<file path="src/rtl/word_serializer.sv">
// word_serializer
// Parallel-to-serial transmitter. Words arrive on a valid/ready handshake into
// a one-word holding register and leave on a single-bit line as a frame:
// start bit (0), DATA_W data bits LSB first, even-parity bit, stop bit (1).
// Each bit lasts CLKS_PER_BIT clock cycles. The holding register lets the
// next word be reloaded straight out of the stop bit, with no idle gap.
//
// Ports:
//   clk        system clock, rising edge
//   reset      synchronous active-low reset
//   in_data    word to transmit, sampled on the accept edge
//   in_valid   producer offers in_data
//   in_ready   holding register empty (registered)
//   tx         serial line, idles high (registered)
//   busy       a frame is on the line (registered)
//   frame_done one-cycle pulse in the last cycle of the stop bit (registered)
module word_serializer #(
  parameter int DATA_W       = 22,
  parameter int CLKS_PER_BIT = 4
) (
  input  logic              clk,
  input  logic              reset,
  input  logic [DATA_W-1:0] in_data,
  input  logic              in_valid,
  output logic              in_ready,
  output logic              tx,
  output logic              busy,
  output logic              frame_done
);

  localparam int CNT_W = (CLKS_PER_BIT > 1) ? $clog2(CLKS_PER_BIT) : 1;
  localparam int BIT_W = $clog2(DATA_W + 1);

  localparam logic [CNT_W-1:0] CNT_LAST = CNT_W'(CLKS_PER_BIT - 1);
  localparam logic [BIT_W-1:0] BIT_LAST = BIT_W'(DATA_W - 1);

  localparam logic [2:0] S_IDLE   = 3'd0;
  localparam logic [2:0] S_START  = 3'd1;
  localparam logic [2:0] S_DATA   = 3'd2;
  localparam logic [2:0] S_PARITY = 3'd3;
  localparam logic [2:0] S_STOP   = 3'd4;

  // Even parity: the bit that makes the total count of ones even.
  function automatic logic even_parity(input logic [DATA_W-1:0] w);
    return ^w;
  endfunction

  logic [2:0]        state_q, state_d;
  logic [DATA_W-1:0] hold_q, hold_d;
  logic              hold_full_q, hold_full_d;
  logic [DATA_W-1:0] shift_q, shift_d;
  logic              parity_q, parity_d;
  logic [CNT_W-1:0]  cyc_q, cyc_d;
  logic [BIT_W-1:0]  bit_q, bit_d;
  logic              tx_q, tx_d;
  logic              busy_q, busy_d;
  logic              frame_done_q, frame_done_d;
  logic              in_ready_q, in_ready_d;
  logic              cyc_last_s;
  logic              reload_s;
  logic              accept_s;

  // Next-state logic: frame sequencing, holding-register load and drain.
  always_comb begin
    state_d     = state_q;
    hold_d      = hold_q;
    hold_full_d = hold_full_q;
    shift_d     = shift_q;
    parity_d    = parity_q;
    cyc_d       = cyc_q;
    bit_d       = bit_q;
    reload_s    = 1'b0;
    cyc_last_s  = (cyc_q == CNT_LAST);
    accept_s    = in_valid && in_ready_q;

    case (state_q)
      S_IDLE: begin
        if (hold_full_q) begin
          reload_s = 1'b1;
        end else begin
          state_d = S_IDLE;
        end
      end
      S_START: begin
        if (cyc_last_s) begin
          state_d = S_DATA;
          cyc_d   = '0;
        end else begin
          cyc_d = cyc_q + CNT_W'(1);
        end
      end
      S_DATA: begin
        if (cyc_last_s) begin
          cyc_d   = '0;
          shift_d = shift_q >> 1;
          if (bit_q == BIT_LAST) begin
            state_d = S_PARITY;
            bit_d   = '0;
          end else begin
            bit_d = bit_q + BIT_W'(1);
          end
        end else begin
          cyc_d = cyc_q + CNT_W'(1);
        end
      end
      S_PARITY: begin
        if (cyc_last_s) begin
          state_d = S_STOP;
          cyc_d   = '0;
        end else begin
          cyc_d = cyc_q + CNT_W'(1);
        end
      end
      S_STOP: begin
        if (cyc_last_s) begin
          cyc_d = '0;
          // A held word starts right out of the stop bit, no idle cycle.
          if (hold_full_q) begin
            reload_s = 1'b1;
          end else begin
            state_d = S_IDLE;
          end
        end else begin
          cyc_d = cyc_q + CNT_W'(1);
        end
      end
      default: begin
        state_d = S_IDLE;
        cyc_d   = '0;
        bit_d   = '0;
      end
    endcase

    if (reload_s) begin
      state_d     = S_START;
      shift_d     = hold_q;
      parity_d    = even_parity(hold_q);
      hold_full_d = 1'b0;
      bit_d       = '0;
      cyc_d       = '0;
    end else begin
      parity_d = parity_d;
    end

    // Reload needs hold_full=1, accept needs in_ready=1: never both at once.
    if (accept_s) begin
      hold_d      = in_data;
      hold_full_d = 1'b1;
    end else begin
      hold_d = hold_d;
    end
  end

  // Output decode from the next state so every output is a plain flop.
  always_comb begin
    case (state_d)
      S_START:  tx_d = 1'b0;
      S_DATA:   tx_d = shift_d[0];
      S_PARITY: tx_d = parity_d;
      S_STOP:   tx_d = 1'b1;
      default:  tx_d = 1'b1;
    endcase
    busy_d       = (state_d != S_IDLE);
    frame_done_d = (state_d == S_STOP) && (cyc_d == CNT_LAST);
    in_ready_d   = !hold_full_d;
  end

  // State and output registers with synchronous active-low reset.
  always_ff @(posedge clk) begin
    if (!reset) begin
      state_q      <= S_IDLE;
      hold_q       <= '0;
      hold_full_q  <= 1'b0;
      shift_q      <= '0;
      parity_q     <= 1'b0;
      cyc_q        <= '0;
      bit_q        <= '0;
      tx_q         <= 1'b1;
      busy_q       <= 1'b0;
      frame_done_q <= 1'b0;
      in_ready_q   <= 1'b1;
    end else begin
      state_q      <= state_d;
      hold_q       <= hold_d;
      hold_full_q  <= hold_full_d;
      shift_q      <= shift_d;
      parity_q     <= parity_d;
      cyc_q        <= cyc_d;
      bit_q        <= bit_d;
      tx_q         <= tx_d;
      busy_q       <= busy_d;
      frame_done_q <= frame_done_d;
      in_ready_q   <= in_ready_d;
    end
  end

  assign tx         = tx_q;
  assign busy       = busy_q;
  assign frame_done = frame_done_q;
  assign in_ready   = in_ready_q;

endmodule

</file>
<file path="config.mk">
export PLATFORM = sky130hd
export DESIGN_NAME = word_serializer
export DESIGN_NICKNAME = d
export VERILOG_FILES = /design/src/rtl/word_serializer.sv
export SDC_FILE = /design/constraint.sdc
export NUM_CORES = 1
export LEC_CHECK = 0
export ABC_AREA = 1
export BUFFER_PORTS_ARGS = -buffer_cell sky130_fd_sc_hd__buf_2
export CELL_PAD_IN_SITES_DETAIL_PLACEMENT = 0
export CELL_PAD_IN_SITES_GLOBAL_PLACEMENT = 2
export CORE_ASPECT_RATIO = 1.5
export CORE_MARGIN = 2
export CORE_UTILIZATION = 32
export DETAILED_ROUTE_END_ITERATION = 10
export GPL_TIMING_DRIVEN = 0
export PLACE_DENSITY_LB_ADDON = 0.1
export SYNTH_ARGS = -nofsm -noshare
export SYNTH_HDL_FRONTEND = slang
export SYNTH_SLANG_ARGS = --single-unit
</file>
<file path="constraint.sdc">
create_clock -name clk -period 1.8 [get_ports clk]
set_input_delay 0.09 -clock clk [delete_from_list [all_inputs] [get_ports clk]]
set_output_delay 0.09 -clock clk [all_outputs]
set_load 0.005 [all_outputs]
</file>
==> impl_metrics.json <==
{
  "fin_setup_tns_ns": 0,
  "p_leak_nw": 1.49,
  "synth.net_count": 442,
  "cts_tree": "yes",
  "cp_slowest_stage_delay_ns": 0.32,
  "hold_viol": 0,
  "floorplan.io_pins": 29,
  "clkSlewWorstSetupHoldPaths_ns": 0.05,
  "final.min_clock_period_ns": 1.58,
  "grt_use_total_pct": 17.3,
  "synthArstFlopShare_pct": 0,
  "antennaDiodeCount": 0,
  "cts.root.buffer_cell": "clkbuf_16",
  "drv_cap": 0,
  "cts-htree-levels": 3,
  "cp_data_arrival_time_ns": 1.85,
  "maxSlewHeadroom_pct": 62.6,
  "top_signal_layer_used": "met4",
  "worst-path-max-fanout": 10,
  "startpoint": "cyc_q[0]",
  "setup_viol": 0,
  "post_synth.cell_area_avg_um2": 6.83,
  "final-max-slew-violation-count": 0,
  "routedWlPerCell_um": 13.1,
  "timing.reg2reg.setup_slack_ns": 0.22,
  "worst_setup_path_end_kind": "flip-flop",
  "seq_area_frac_synth_pct": 42.5,
  "place.port_buffers": 28,
  "fin_crit_sh_pct": 88.0,
  "vias_per_cell": 4.75,
  "vias": 2702,
  "first_pass_grt_wire_length_um": 12500,
  "startpoint_class": "flip-flop",
  "synth_top_flop_cell": "dfxtp_1",
  "yosysWarnings": 0,
  "synth_edf_count": 0,
  "areaGrowthSynthToFinish_pct": 21.2,
  "critPathRequiredTime_ns": 2.07,
  "finish.instance_area_um2": 3430,
  "drt_pre_antenna_iters": 4,
  "clock_insertion_delay_worst_skew_ns": 0.33,
  "ir_worst_vdd_mv": 0.501,
  "min_path_type": "input pin to flip-flop",
  "fin_worst_skew_ns": 0.00537,
  "first_global_vias": 2647,
  "cts_buffer_depth": 2,
  "start_util_pct": 32.4,
  "postSynthCellCount": 414,
  "synth.distinct_cells": 28,
  "post-synth-top-count-cell": "nand2_1",
  "rows": 42,
  "core_region_area_um2": 8720,
  "routed_met3_length_um": 197,
  "timing_worst_slew_pin_value_ns": 0.561,
  "drt_first_iter_violations": 85,
  "crit_path_kind": "flip-flop to flip-flop",
  "r2r-start": "cyc_q[0]",
  "synth_seq_cells": 60,
  "power_density_nw_per_um2": 1120,
  "layout.nets": 482,
  "wl_met1_um": 3160,
  "synth_top_area_share_pct": 42.5,
  "drt_wl_total_um": 7450,
  "critPathMostFrequentCell": "nand2_1",
  "gp_congestion": 0.798,
  "grt_max_degree": 11,
  "wl_met2_um": 3920,
  "hold_path_depth": 3,
  "synth_top_cells_by_area": "dfxtp_1 42%, nand2_1 18%, nor2_1 5.0%",
  "status": "finished clean",
  "min_delay_worst_endpoint": "hold_q[7]",
  "die_h_um": 119,
  "overflow": 0,
  "grt_antenna_before_repair": 0,
  "hp-start": "in_data[7]",
  "ys_top_cells_by_count": "137 x nand2_1, 60 x dfxtp_1, 38 x nor2_1",
  "netlist.top_cell.by_area": "dfxtp_1",
  "critical_path.reg2reg.endpoint": "parity_q",
  "detail-route-antenna-nets": 0,
  "die_area_um2": 9620,
  "numCtsBuffers": 9,
  "critical-path-slowest-cell": "dfxtp_1",
  "critical_path.cell_chain": "ha_1 > clkbuf_4 > o211ai_4 > inv_1 > buf_2 > nand2_1 > nand2_1 > nor2_1",
  "layout_cell_share_with_drive_strength_beyond_1_pct": 13.9,
  "placed_cell_area_um2": 3100,
  "grt_setup_unrepaired": "no",
  "die_w_um": 80.7,
  "dp_hpwl_um": 5620,
  "mappedNetlistArea_um2": 2830,
  "clock_sink_count": 60,
  "r2r.worst_path.cells": 8,
  "post-route-drc-count": 0,
  "max_freq_mhz": 631
}
## what timing repair did
action                     4_1_cts  5_1_grt
resized for setup                0        7
hold buffers                     0        0
setup endpoints to repair        0       27
setup buffers                    0        0
## critical path: cells and delay by family (launching register included)
family                     cells  cell delay (ns)
buffers and inverters          3             0.48
DFF                            1             0.32
AOI/OAI and AO/OA              1             0.25
and+or+nand+nor                3             0.25
adders and majority gates      1             0.19
## registers in the layout (all words and copies together) (netlist names)
name and count:
bit_q 5, busy 1, cyc_q 2, frame_done 1, hold_full_q 1, hold_q 22
in_ready 1, parity_q 1, shift_q 22, state_q 3, tx 1
## metal layers
metal / vias up / global-route usage [%]
met1: 1231 / 19.0
li1: 1423 / -
met4: 0 / 8.26
met3: 11 / 3.56
met2: 37 / 30.9
met5: - / 0
## power breakdown
group          internal, mW  switching, mW
combinational         0.212          0.374
sequential             1.42         0.0735
clock                  1.14          0.612
## kinds of logic (layout without fill, tap and decap cells)
family                     after synthesis  count (layout)  synth area share (%)
AOI/OAI and AO/OA                       76              77                  15.7
xor gates and xnor gates                 8               8                  2.48
adders and majority gates                3               3                  1.33
buffers and inverters                   59             103                  8.28
DFF                                     60              60                  42.5
and+or+nand+nor                        208             208                  29.7
## worst max-delay path by stage
stage | endpoint | slack (ns) | depth (start not counted)
5_1_grt | shift_q[9] | 0.03 | 8
3_3_place_gp | in_ready | 0.04 | 6
3_5_place_dp | in_ready | 0.02 | 6
2_1_floorplan | tx | 0.37 | 7
6_report | parity_q | 0.22 | 8
4_1_cts | in_ready | 0.02 | 6
## metrics by stage
step                utilization [%]  worst slack (ns)  power (mW)  cells  hold WS (ns)
global route                   39.3            0.0284        4.06    569        0.0187
floorplan                         -             0.365        1.93    414         0.228
global placement               35.6            0.0391        2.11    552         0.353
CTS                            39.1            0.0156        3.89    568       0.00644
finish                         39.3             0.216        3.83    569        0.0108
detailed placement             35.6            0.0198        2.12    552         0.357
## cell usage in the layout, fill, tap and decap left out, drive strengths merged, types with 3 or more instances in the layout
cell / count
ha: 3
buf: 33
nand2: 137
o21ai: 27
clkbuf: 24
clkinv: 4
inv: 41
nor2: 41
xor2: 3
a21oi: 22
o211ai: 4
dfxtp: 60
a31oi: 19
xnor2: 5
nand3: 26
## area by class of cell
type                            instances  area, µm²
Clock buffer                           11        253
Tap cell                              110        138
Fill cell                             977       5300
Multi-Input combinational cell        296       1410
Sequential cell                        60       1200
Timing Repair Buffer                   28        140
Clock inverter                          5       50.0
Inverter                               41        154
Buffer                                 18       85.1
Note: power is estimated with default switching activity, not from simulation.
